`src/rtl/dr32e_pkg.sv`:
```
// Shared RV32E front-end definitions: opcodes, branch-history counter states
// and immediate extractors for the fetch-side predictor.
package dr32e_pkg;

  localparam logic [6:0] OPCODE_JAL    = 7'b1101111;
  localparam logic [6:0] OPCODE_BRANCH = 7'b1100011;

  typedef enum logic [1:0] {
    BHT_SNT = 2'b00,
    BHT_WNT = 2'b01,
    BHT_WT  = 2'b10,
    BHT_ST  = 2'b11
  } bht_state_e;

  // J-type immediate, sign-extended, bit 0 always zero.
  function automatic logic [31:0] imm_j(input logic [31:0] instr);
    return {{11{instr[31]}}, instr[31], instr[19:12], instr[20], instr[30:21], 1'b0};
  endfunction

  // B-type immediate, sign-extended, bit 0 always zero.
  function automatic logic [31:0] imm_b(input logic [31:0] instr);
    return {{19{instr[31]}}, instr[31], instr[7], instr[30:25], instr[11:8], 1'b0};
  endfunction

endpackage

```
`src/rtl/dr32e_bht.sv`:
```
// Branch history table: array of 2-bit saturating counters with one
// combinational read port and one registered write (train) port.
module dr32e_bht
  import dr32e_pkg::*;
#(
  parameter int unsigned ENTRIES     = 16,
  parameter bht_state_e  RESET_STATE = BHT_WNT,
  localparam int unsigned IDX_W      = $clog2(ENTRIES)
) (
  input  logic             clk_i,
  input  logic             rst_ni,
  input  logic [IDX_W-1:0] rd_idx,
  output bht_state_e       rd_state,
  input  logic             wr_en,
  input  logic [IDX_W-1:0] wr_idx,
  input  logic             wr_taken
);

  bht_state_e cnt_q [ENTRIES];
  bht_state_e wr_next_s;
  logic [1:0] wr_cur_s;

  // Read returns the pre-update value; there is no write-to-read bypass.
  assign rd_state = cnt_q[rd_idx];
  assign wr_cur_s = cnt_q[wr_idx];

  // Saturating increment / decrement of the counter being trained.
  always_comb begin
    wr_next_s = bht_state_e'(wr_cur_s);
    if (wr_taken) begin
      if (wr_cur_s != 2'b11) begin
        wr_next_s = bht_state_e'(wr_cur_s + 2'd1);
      end else begin
        wr_next_s = BHT_ST;
      end
    end else begin
      if (wr_cur_s != 2'b00) begin
        wr_next_s = bht_state_e'(wr_cur_s - 2'd1);
      end else begin
        wr_next_s = BHT_SNT;
      end
    end
  end

  // Counter storage with asynchronous reset of every entry.
  always_ff @(posedge clk_i or negedge rst_ni) begin
    if (!rst_ni) begin
      for (int i = 0; i < int'(ENTRIES); i++) begin
        cnt_q[i] <= RESET_STATE;
      end
    end else if (wr_en) begin
      cnt_q[wr_idx] <= wr_next_s;
    end
  end

endmodule

```
`src/rtl/dr32e_branch_predict.sv`:
```
// Fetch-side branch predictor: decodes the fetched word and predicts
// taken/target in the same cycle (JAL always, BRANCH via the BHT).
module dr32e_branch_predict
  import dr32e_pkg::*;
#(
  parameter int unsigned BHT_ENTRIES = 16,
  parameter logic [1:0]  BHT_RESET   = 2'b01
) (
  input  logic        clk_i,
  input  logic        rst_ni,
  input  logic [31:0] fetch_rdata_i,
  input  logic [31:0] fetch_pc_i,
  input  logic        fetch_valid_i,
  output logic        predict_branch_taken_o,
  output logic [31:0] predict_branch_pc_o,
  input  logic        upd_valid_i,
  input  logic [31:0] upd_pc_i,
  input  logic        upd_taken_i
);

  localparam int unsigned IDX_W = $clog2(BHT_ENTRIES);

  bht_state_e  rd_state_s;
  logic [6:0]  opcode_s;
  logic        pred_taken_s;
  logic [31:0] pred_pc_s;
  logic        unused_upd_pc_s;

  assign opcode_s        = fetch_rdata_i[6:0];
  assign unused_upd_pc_s = ^{upd_pc_i[31:IDX_W+2], upd_pc_i[1:0]};

  dr32e_bht #(
    .ENTRIES    (BHT_ENTRIES),
    .RESET_STATE(bht_state_e'(BHT_RESET))
  ) u_bht (
    .clk_i   (clk_i),
    .rst_ni  (rst_ni),
    .rd_idx  (fetch_pc_i[IDX_W+1:2]),
    .rd_state(rd_state_s),
    .wr_en   (upd_valid_i),
    .wr_idx  (upd_pc_i[IDX_W+1:2]),
    .wr_taken(upd_taken_i)
  );

  // Invalid fetch forces zeros so an undefined instruction word cannot leak out.
  always_comb begin
    pred_taken_s = 1'b0;
    pred_pc_s    = 32'h0;
    if (fetch_valid_i) begin
      case (opcode_s)
        OPCODE_JAL: begin
          pred_taken_s = 1'b1;
          pred_pc_s    = fetch_pc_i + imm_j(fetch_rdata_i);
        end
        OPCODE_BRANCH: begin
          pred_taken_s = rd_state_s[1];
          pred_pc_s    = fetch_pc_i + imm_b(fetch_rdata_i);
        end
        default: begin
          pred_taken_s = 1'b0;
          pred_pc_s    = 32'h0;
        end
      endcase
    end else begin
      pred_taken_s = 1'b0;
      pred_pc_s    = 32'h0;
    end
  end

  assign predict_branch_taken_o = pred_taken_s;
  assign predict_branch_pc_o    = pred_pc_s;

endmodule

```
`config.mk`:
```
export PLATFORM = sky130hd
export DESIGN_NAME = dr32e_branch_predict
export DESIGN_NICKNAME = d
export VERILOG_FILES = /design/src/rtl/dr32e_pkg.sv /design/src/rtl/dr32e_bht.sv /design/src/rtl/dr32e_branch_predict.sv
export SDC_FILE = /design/constraint.sdc
export NUM_CORES = 1
export LEC_CHECK = 0
export ABC_CLOCK_PERIOD_IN_PS = 5500
export CAP_MARGIN = 25
export CELL_PAD_IN_SITES_DETAIL_PLACEMENT = 1
export CELL_PAD_IN_SITES_GLOBAL_PLACEMENT = 1
export CORE_MARGIN = 2
export CORE_UTILIZATION = 31
export DETAILED_ROUTE_END_ITERATION = 7
export HOLD_SLACK_MARGIN = 0.03
export PLACE_DENSITY_LB_ADDON = 0.1
export SYNTH_ARGS = -nofsm -noshare
export SYNTH_HDL_FRONTEND = slang
export SYNTH_SLANG_ARGS = --single-unit
```
`constraint.sdc`:
```
create_clock -name clk_i -period 5.5 [get_ports clk_i]
set_input_delay 1.1 -clock clk_i [delete_from_list [all_inputs] [get_ports clk_i]]
set_output_delay 1.1 -clock clk_i [all_outputs]
set_load 0.1 [all_outputs]
```
Word-level counts from Yosys, hierarchy flattened
Cells that the tools add are included.

Flip-flop bits (word level): 32. Logic and storage cells: 46. Output and inout bits: 33.

Reductions and logical operators: 2. Bitwise logic cells: 2. Multiplexer cells: 16. Equality and inequality tests: 3. $lt $le $gt $ge: 3. $add $sub $neg: 4.

Operator list (number): $add A32 B32 Y32 (2); $pmux W32 S2 (1); $bwmux W32 (1); $mux W32 (1); $bmux W2 S4 (2); $mux W2 (8); $eq A7 B7 Y1 const B (2); $ge A5 B5 Y1 const B (2); $not A4 Y5 (2); $demux W2 S4 (1); $lt A5 B1 Y1 const B (1); $add A2 B1 Y2 const B (1); $ne A2 B2 Y1 const B (1); $pmux W1 S2 (1); $reduce_bool A2 Y1 (1); $sub A2 B1 Y2 const B (1); $logic_and A1 B1 Y1 (1); $mux W1 (1).

Longest topological paths before layout
Gate-level depths: netlist (run 1).

Depth in word-level cells: 8. Depth in mapped cells: 15. Gate-level depth less buffers: 13.

By module
A second synthesis (run 1) with hierarchy kept.

Cells, all modules: 459. Area total of the unflattened synthesis: 3986.3 µm².

By module, submodules not included: dr32e_branch_predict (cells an instance 311, seq. area each 0.0 µm², times used 1, area an instance 2079.5 µm²); dr32e_bht (cells an instance 148, seq. area each 820.8 µm², times used 1, area an instance 1906.8 µm²).

Worst setup path before layout (run 1)
No wires, ideal clock.

Path type: input port to output port. Start: in fetch_rdata_i[6]. End: out predict_branch_pc_o[25]. Path slack: -1.792 ns. Path buffers: 2. Arrival time: 6.192 ns. Required time: 4.400 ns. Stages on the path: 15. Path through: nor2b_1 -> nand4_1 -> or3_1 -> clkbuf_1 -> clkbuf_1 -> mux2_2 -> ha_1 -> inv_1 -> fa_1 -> nor2b_1 -> o2111ai_1 -> a211o_1 -> a2111oi_0 -> nor3_1 -> nor3_1.

Longest elaborated chain between the ends: 3. Elaborated cells on any way between the ends: 4. Classes of those cells: eq/ne: 2; mux: 2.

Ends and longest elaborated chain: from (decl) (line dr32e_branch_predict.sv:11) `input logic [31:0] fetch_rdata_i,`; $eq A7 B7 Y1 (line dr32e_branch_predict.sv:50) `case (opcode_s)`; $pmux W32 S2 * (line dr32e_branch_predict.sv:50); $mux W32 * (line dr32e_branch_predict.sv:49) `if (fetch_valid_i) begin`; to (decl) (line dr32e_branch_predict.sv:15) `output logic [31:0] predict_branch_pc_o,`.

Every way passes the cells marked *; elsewhere a longest branch is shown, timed or not.

Worst setup path after layout (run 1)
Start: in fetch_rdata_i[3]. End: out predict_branch_pc_o[21].

Same word-level chain as after synthesis.

==> impl_metrics.ini, run 1 <==
[outcome]
status = completed

[grt]
grtUsageTotal_pct = 22.6
grt_use_met3_pct = 4.46
grt_max_degree = 33
grt_use_met2_pct = 39.6
grt.met1_usage_pct = 29.1
grt_pass1_vias = 4914
grt_overflow_total = 0
grt_most_used_layer = met2
grt_pass1_wl_um = 25400
antenna_found_initial = 0

[finish]
largest_reg_flops = 32
final_area_mm2 = 0.00686
filler_cell_count = 1450
final_common_cell = buf_4
top_regs = u_bht.cnt_q x32
final_cell_mix = buf_4 (83), clkdlybuf4s50_1 (67), nand2_1 (42)
fin_util_pct = 54.4
area_growth_pct = 71.6
layout.nets = 793
diodes = 0
largest_register = u_bht.cnt_q
drive_gt1_share_pct = 39.0

[die]
coreArea_mm2 = 0.0126
die_w_um = 118
rows = 41
num_io_pins = 134
die_area_mm2 = 0.0138
initial_utilization_pct = 31.7
die_height_um = 118

[critical_path]
ff2ff_path_depth = 6
required_ns = 4.40
ff2ff_setup_slack_ns = 2.96
crit_arrival_ns = 4.35
cpMostUsedCell = buf_4
cp-end-kind = primary output
crit_type = primary input to primary output
cp-start-kind = primary input
crit_fanout = 11
slowest_stage = clkdlybuf4s50_1
r2r-end = u_bht.cnt_q[27]
r2r-start = u_bht.cnt_q[31]
critPathMaxStageDelay_ns = 0.44
worstPathCellList = clkdlybuf4s50_1 -> or3_4 -> buf_6 -> nor2_2 -> buf_4 -> a21o_1 -> ha_1 -> nand4_1 -> buf_4 -> a211oi_2 -> buf_4 -> o21ai_0 -> a21oi_1 -> nor3b_4 -> buf_12

[timing]
period_share_pct = 99.0
setup_violations = 0
period_minus_slack_ns = 5.45
finalClockSkew_ns = 0.00791
finalHoldViolCount = 0
drv_slew = 0
tns_ns = 0
relSlewSlack_pct = 48.0
rsz0062_at_grt = yes
fmaxAchievable_mhz = 184
holdWs_ns = 0.510
worst_pin_slew_ns = 0.781

[power]
power_density_mw_per_mm2 = 200
vdd_drop_max_v = 0.000146
total_power_mw = 1.37
p_leak_nw = 2.71

[synth]
synth_warnings = 0
syn_inst = 487
synth.net_count = 622
ys_ff_latch = 32
synth-main-ff-cell = dfstp_2
syn_area_mm2 = 0.00400
yosysTopAreaCell = dfstp_2
synth_edf_count = 0
seq_area_frac_synth_pct = 20.5
synth_area_leaders = dfstp_2 (11%), ha_1 (10%), dfrtp_1 (10%)
synthDominantCellAreaShare_pct = 10.5
synth.avg_cell_area_um2 = 8.21
ys_types = 61
async_reset_ff_share_pct = 100

[min_path]
hold_path_depth = 2
hp-class = flop to flop
min_from = u_bht.cnt_q[29]
min_to = u_bht.cnt_q[29]

[placement]
gp_congestion = 0.845
hpwlAfterDp_um = 12700
port_buffers = 105
place_area_mm2 = 0.00637

[route]
drt_iter0_markers = 146
vias = 4535
drcViolationCount = 0
viasPerCell = 5.46
ant_nets = 0
routed_wl_um = 15700
firstDrtPassIters = 4
wire_per_inst_um = 18.9

[clock_tree]
cts_tree = done
insertion_delay_ns = 0.28
clkSlewWorstSetupHoldPaths_ns = 0.05
cts_buffers = 5
htreeDepth = 2
cts_sinks = 32
cts_buffer_depth = 2
clockRootBuffer = clkbuf_16

[run]
drv_cap = 0
-- worst max path at each step --
stage                      from                      end  depth (start not counted)
6_report       fetch_rdata_i[3]  predict_branch_pc_o[21]                         15
2_1_floorplan  fetch_rdata_i[6]  predict_branch_pc_o[25]                         15
3_3_place_gp   fetch_rdata_i[6]  predict_branch_pc_o[25]                         17
3_5_place_dp   fetch_rdata_i[6]  predict_branch_pc_o[25]                         17
4_1_cts        fetch_rdata_i[4]  predict_branch_pc_o[27]                         19
5_1_grt        fetch_rdata_i[4]  predict_branch_pc_o[21]                         18
-- worst max-delay path, delay by kind of cell --
family | cells | cell delay (ns)
compound gates | 4 | 0.64
buf+inv | 6 | 1.30
fa+ha+maj | 1 | 0.26
simple gates | 4 | 1.02
-- cells in the mapped netlist (2+ instances only) --
cell type  count
dfrtp_1       16
inv_1         12
mux2_2        21
a21boi_0       6
a22oi_1        2
nand2_1       42
o21ai_0       25
o21a_1        18
a211oi_1       6
o311ai_0       3
nor2b_1        5
o2111ai_1      2
mux4_2         6
nor3_1        28
xor2_1         3
or2b_1         2
nor3b_1        4
mux4_1         7
clkbuf_1      20
o2bb2ai_1      2
o21bai_1       4
nand4_1       15
nand3b_1       2
mux2i_1        3
and4_1         4
nand3_1        6
nor4_1         3
or3_1          8
and2b_1        2
nor2_1        47
a22o_1         2
a21o_1        18
a21oi_1       50
a221oi_2       2
dfstp_2       16
and2_1         6
a221o_1        2
a31oi_1        4
xnor2_1        6
o22ai_1        2
buf_6          3
ha_1          33
-- per-stage QoR --
step | setup slack [ns] | std cells
floorplan | -0.450 | 487
global placement | -0.595 | 819
detailed placement | -0.568 | 819
CTS | 0.00292 | 828
global route | -0.102 | 831
finish | 0.0533 | 831
-- what timing repair did --
item / 4_1_cts / 5_1_grt
gates resized for setup: 30 / 46
buffers inserted: 1 / 3
pin swaps: 12 / 13
hold buffers: 0 / 0
endpoints found under the setup margin: 25 / 18
-- logic make-up after synthesis --
group | after synthesis | synth area share [%]
flip-flops | 32 | 20.5
adder cells (fa/ha/maj) | 35 | 11.1
buffers and inverters | 39 | 4.28
AND/OR/NAND/NOR | 179 | 22.0
AO/OA/AOI/OAI | 156 | 25.5
XOR/XNOR | 9 | 1.97
multiplexers | 37 | 14.6
-- power by group --
group | internal, mW | switching [mW] | total, mW
Combinational | 0.347 | 0.342 | 0.688
Clock | 0.167 | 0.0961 | 0.263
Sequential | 0.363 | 0.0546 | 0.418
-- layout make-up --
| cell class | instances | area (µm²) | area share [%] |
|---|---|---|---|
| multi-input combinational | 416 | 3630 | 52.9 |
| timing repair buffer | 190 | 2010 | 29.3 |
| sequential | 32 | 821 | 12.0 |
| tap | 172 | 215 | 3.14 |
| clock buffer | 7 | 133 | 1.93 |
| inverter | 13 | 48.8 | 0.711 |
| clock inverter | 1 | 5.00 | 0.0729 |
-- metal layers --
metal / part of all wire [%] / wire [µm] / vias up
li1: - / - / 2180
met1: 44 / 6890 / 2214
met2: 49 / 7750 / 121
met3: 5.2 / 809 / 20
met4: 1.5 / 239 / 0
met5: 0 / 0 / -
(Power assumes the default switching activity.)
==> inputs of run 2 (changes only) <==
--- a/config.mk
+++ b/config.mk
@@ -14,6 +14,7 @@
 export DETAILED_ROUTE_END_ITERATION = 7
 export HOLD_SLACK_MARGIN = 0.03
 export PLACE_DENSITY_LB_ADDON = 0.1
+export SKIP_LAST_GASP = 1
 export SYNTH_ARGS = -nofsm -noshare
 export SYNTH_HDL_FRONTEND = slang
 export SYNTH_SLANG_ARGS = --single-unit
==> run 2 against run 1 <==
  * Utilization barely moved
  * Routed wire length about the same
  * Largest cell class unchanged
  * Hold slack improved by 0.00072 ns
  * Flip-flop and latch count unchanged
  * Design area is essentially flat
  * Clock skew unchanged
  * Global-route usage unchanged
==> impl_metrics.ini, run 2 (same netlist as run 1, synthesis figures left out) <==
[finish]
final_cell_mix = buf_4 (83), clkdlybuf4s50_1 (67), nand2_1 (42)
largest_reg_flops = 32
largest_register = u_bht.cnt_q
diodes = 0
drive_gt1_share_pct = 38.8
final_area_mm2 = 0.00686
final_common_cell = buf_4
top_regs = u_bht.cnt_q x32
layout.nets = 793
fin_util_pct = 54.3
area_growth_pct = 71.4

[placement]
place_area_mm2 = 0.00637
dp_slack_ns = -0.568
port_buffers = 105
hpwlAfterDp_um = 12700
gp_congestion = 0.845

[clock_tree]
cts_tree = done
cts_buffers = 5
cts_hold_buf = 0
cts_buffer_depth = 2
htreeDepth = 2
insertion_delay_ns = 0.28
cts_sinks = 32
clkSlewWorstSetupHoldPaths_ns = 0.05
clockRootBuffer = clkbuf_16

[power]
p_leak_nw = 2.71
power_density_mw_per_mm2 = 200
total_power_mw = 1.37
vdd_drop_max_v = 0.000146

[route]
drcViolationCount = 0
routed_wl_um = 15700
ant_nets = 0
firstDrtPassIters = 4
wire_per_inst_um = 18.9
met3_length_um = 787
met2WireLength_um = 7750
vias = 4542
routedLengthMet1_um = 6900
drt_iter0_markers = 140
viasPerCell = 5.47
maxUsedRoutingLayer = met4

[critical_path]
r2r-end = u_bht.cnt_q[27]
cp-end-kind = primary output
ff2ff_setup_slack_ns = 2.96
crit_type = primary input to primary output
r2r-start = u_bht.cnt_q[31]
ff2ff_path_depth = 6
endpoint = predict_branch_pc_o[21]
cp-start-kind = primary input
crit_fanout = 11
required_ns = 4.40
crit_start = fetch_rdata_i[3]
crit_arrival_ns = 4.35

[min_path]
hold_path_depth = 2
hp-class = flop to flop

[timing]
rsz0062_at_grt = yes
setup_violations = 0
relSlewSlack_pct = 48.0
finalClockSkew_ns = 0.00791
fmaxAchievable_mhz = 184
period_share_pct = 99.1
drv_slew = 0
holdWs_ns = 0.510
layout_setup_ws_ns = 0.0515
finalHoldViolCount = 0
period_minus_slack_ns = 5.45
worst_pin_slew_ns = 0.781

[grt]
grt_pass1_vias = 4914
grtUsageTotal_pct = 22.6
grt_overflow_total = 0
grt_max_degree = 33
grt_pass1_wl_um = 25400
antenna_found_initial = 0

[die]
die_height_um = 118
initial_utilization_pct = 31.7
die_area_mm2 = 0.0138
num_io_pins = 134
coreArea_mm2 = 0.0126
die_w_um = 118
rows = 41

[outcome]
status = completed

[run]
drv_cap = 0
-- run 2: worst min-delay path by stage --
stage,slack (ns),end,startpoint
after floorplan,0.46,u_bht.cnt_q[27],u_bht.cnt_q[27]
after global placement,0.49,u_bht.cnt_q[15],u_bht.cnt_q[15]
after detailed placement,0.51,u_bht.cnt_q[15],u_bht.cnt_q[15]
after CTS,0.51,u_bht.cnt_q[29],u_bht.cnt_q[29]
after global routing,0.55,u_bht.cnt_q[31],u_bht.cnt_q[31]
final,0.51,u_bht.cnt_q[29],u_bht.cnt_q[29]
-- run 2: stage by stage --
step | setup TNS (ns) | cells
floorplan | -0.693 | 487
global placement | -6.14 | 819
detailed placement | -7.35 | 819
CTS | 0 | 828
global route | -0.382 | 831
finish | 0 | 831
-- run 2: what timing repair did --
item | 4_1_cts | 5_1_grt
pin swaps | 12 | 13
endpoints found under the setup margin | 25 | 18
setup buffers | 1 | 3
gates resized for setup | 30 | 45
-- run 2: metal layers --
| metal | GRT usage [%] | vias to the layer above |
|---|---|---|
| li1 | - | 2180 |
| met1 | 29.1 | 2216 |
| met2 | 39.6 | 126 |
| met3 | 4.46 | 20 |
| met4 | 3.99 | 0 |
| met5 | 0 | - |
-- run 2: final cells by class --
type,instances,area (µm²)
fill,1450,5760
multi-input combinational,416,3630
timing repair buffer,190,2010
sequential,32,821
tap,172,215
clock buffer,7,133
inverter,13,48.8
clock inverter,1,5.00
-- run 2: report_power, final --
group,switching (mW),leakage (nW),internal (mW)
sequential,0.0546,0.362,0.363
combinational,0.342,2.28,0.346
clock,0.0956,0.0679,0.167
total,0.492,2.71,0.877
-- run 2: worst max-delay path: stages --
cell	delay (ns)
clkdlybuf4s50_1	0.44
or3_4	0.44
buf_6	0.17
nor2_2	0.11
buf_4	0.18
a21o_1	0.15
ha_1	0.26
nand4_1	0.21
buf_4	0.15
a211oi_2	0.03
buf_4	0.16
o21ai_0	0.29
a21oi_1	0.17
nor3b_4	0.26
buf_12	0.20
==> inputs of run 3 (changes only) <==
--- a/config.mk
+++ b/config.mk
@@ -17,4 +17,5 @@
 export SKIP_LAST_GASP = 1
 export SYNTH_ARGS = -nofsm -noshare
 export SYNTH_HDL_FRONTEND = slang
+export SYNTH_HIERARCHICAL = 1
 export SYNTH_SLANG_ARGS = --single-unit
==> run 3 against run 2 <==
  * Global-route usage down 2.6 points
  * Utilization down 3.8 points
  * Clock-buffer cell count unchanged
  * Sequential share of layout area up 1.4 points
  * First-iteration DRC count down 0.71%
  * Design area down 11%
  * Routed wire length down 16%
  * Non-clock buffer count down 29
  * Sequential power down 4%
  * Clock skew up 0.00077 ns
==> impl_metrics.ini, run 3 <==
[outcome]
status = completed

[synth]
synth_warnings = 6
syn_area_mm2 = 0.00387
synth.avg_cell_area_um2 = 8.53
synth.net_count = 589
syn_inst = 454

[finish]
area_growth_pct = 58.0
top_regs = u_bht/cnt_q x32
largest_register = u_bht/cnt_q
drive_gt1_share_pct = 32.1
fin_util_pct = 50.5
final_common_cell = clkdlybuf4s50_1
diodes = 0
filler_cell_count = 1413
final_cell_mix = clkdlybuf4s50_1 (66), buf_4 (59), nand2_1 (52)
ff_latch_area_um2 = 821
layout.nets = 739
largest_reg_flops = 32
multi_input_area_mm2 = 0.00316

[grt]
grt.met1_usage_pct = 27.4
antenna_found_initial = 0
grt_use_met3_pct = 2.56
grt_max_degree = 33
grtUsageTotal_pct = 20.0
grt_pass1_vias = 4260
grt_overflow_total = 0
grt_use_met2_pct = 34.3
grt_pass1_wl_um = 21400
grt_most_used_layer = met2

[power]
vdd_drop_max_v = 0.000253
p_leak_nw = 2.54
power_density_mw_per_mm2 = 205

[placement]
gp_congestion = 0.834
dp_slack_ns = -0.417
port_buffers = 105
hpwlAfterDp_um = 10800

[timing]
tns_ns = 0
period_minus_slack_ns = 5.33
finalHoldViolCount = 0
holdWs_ns = 0.471
setup_violations = 0
period_share_pct = 97.0
fmaxAchievable_mhz = 187
drv_slew = 0
relSlewSlack_pct = 38.8
layout_setup_ws_ns = 0.166
finalClockSkew_ns = 0.00868
worst_pin_slew_ns = 0.914

[route]
firstDrtPassIters = 4
vias = 4076
wire_per_inst_um = 17.0
ant_nets = 0
viasPerCell = 5.27
drt_iter0_markers = 139
routed_wl_um = 13100
drcViolationCount = 0

[clock_tree]
cts_buffers = 5
clkSlewWorstSetupHoldPaths_ns = 0.05
cts_sinks = 32
insertion_delay_ns = 0.28
cts_hold_buf = 0
clockRootBuffer = clkbuf_16
cts_tree = done
htreeDepth = 2
cts_buffer_depth = 2

[critical_path]
slowest_stage = clkdlybuf4s50_1
crit_arrival_ns = 4.23
required_ns = 4.40
crit_buf_inv = 3
crit_fanout = 4
critPathMaxStageDelay_ns = 0.46
cp-end-kind = primary output
cp_top_family = simple AND/OR/NAND/NOR gates
cp-start-kind = primary input
worstPathCellList = clkdlybuf4s50_1 -> nor2_4 -> nand2b_4 -> mux2_4 -> ha_4 -> inv_2 -> fa_2 -> and2b_2 -> o2111ai_4 -> a21oi_4 -> nor3b_4 -> o31ai_4 -> a21oi_2 -> mux2i_4 -> buf_12
crit_type = primary input to primary output

[die]
coreArea_mm2 = 0.0121
die_w_um = 116
die_height_um = 116
rows = 40
num_io_pins = 134
die_area_mm2 = 0.0134
initial_utilization_pct = 32.0

[min_path]
hp-class = flop to flop

[run]
drv_cap = 0
run 3: what timing repair did:
item | CTS | global route
gates resized for setup | 19 | 12
buffers inserted | 3 | 1
pin swaps | 11 | 9
setup endpoints to repair | 18 | 12
run 3: worst paths after layout:
check / cells past startpoint / endpoint / start / slack [ns]
worst max-delay path: 15 / predict_branch_pc_o[21] / fetch_rdata_i[2] / 0.17
worst min-delay path: 2 / u_bht/cnt_q[22] / u_bht/cnt_q[22] / 0.47
worst max register to register: 5 / u_bht/cnt_q[9] / u_bht/cnt_q[29] / 3.22
worst min register to register: 2 / u_bht/cnt_q[22] / u_bht/cnt_q[22] / 0.47
max in group asynchronous: 2 / u_bht/cnt_q[28] / rst_ni / 3.95
min in group asynchronous: 2 / u_bht/cnt_q[19] / rst_ni / 1.22
run 3: worst register-to-register path: cells and delay by family, from the launching register on:
family,cells,cell delay [ns]
flops,1,0.40
fa+ha+maj,1,0.33
simple gates,1,0.30
mux,3,1.13
run 3: stage by stage:
stage                     cell area (µm²)  cells  power (mW)
final                                6120    773        1.26
after floorplan                      3980    454       0.771
after global routing                 6120    773        1.34
after CTS                            6070    772        1.26
after detailed placement             5840    762       0.981
after global placement               5840    762       0.955
run 3: final cells by class:
type	count	area share (%)
repair buffers	161	28.9
inverters	6	0.368
well taps	168	3.43
multi-input cells	398	51.7
clock buffers	7	2.17
clock inverters	1	0.0818
flip-flops and latches	32	13.4
run 3: report_power, final:
part | switching (mW) | total (mW) | internal [mW] | leakage (nW)
Sequential | 0.0531 | 0.402 | 0.349 | 0.362
Clock | 0.0945 | 0.261 | 0.167 | 0.0679
Combinational | 0.273 | 0.592 | 0.319 | 2.10
run 3: layer usage:
| layer | wire length, µm | share of wire [%] |
|---|---|---|
| met5 | 0 | 0 |
| met3 | 582 | 4.4 |
| met2 | 6200 | 47 |
| met1 | 6230 | 47 |
| met4 | 127 | 0.97 |
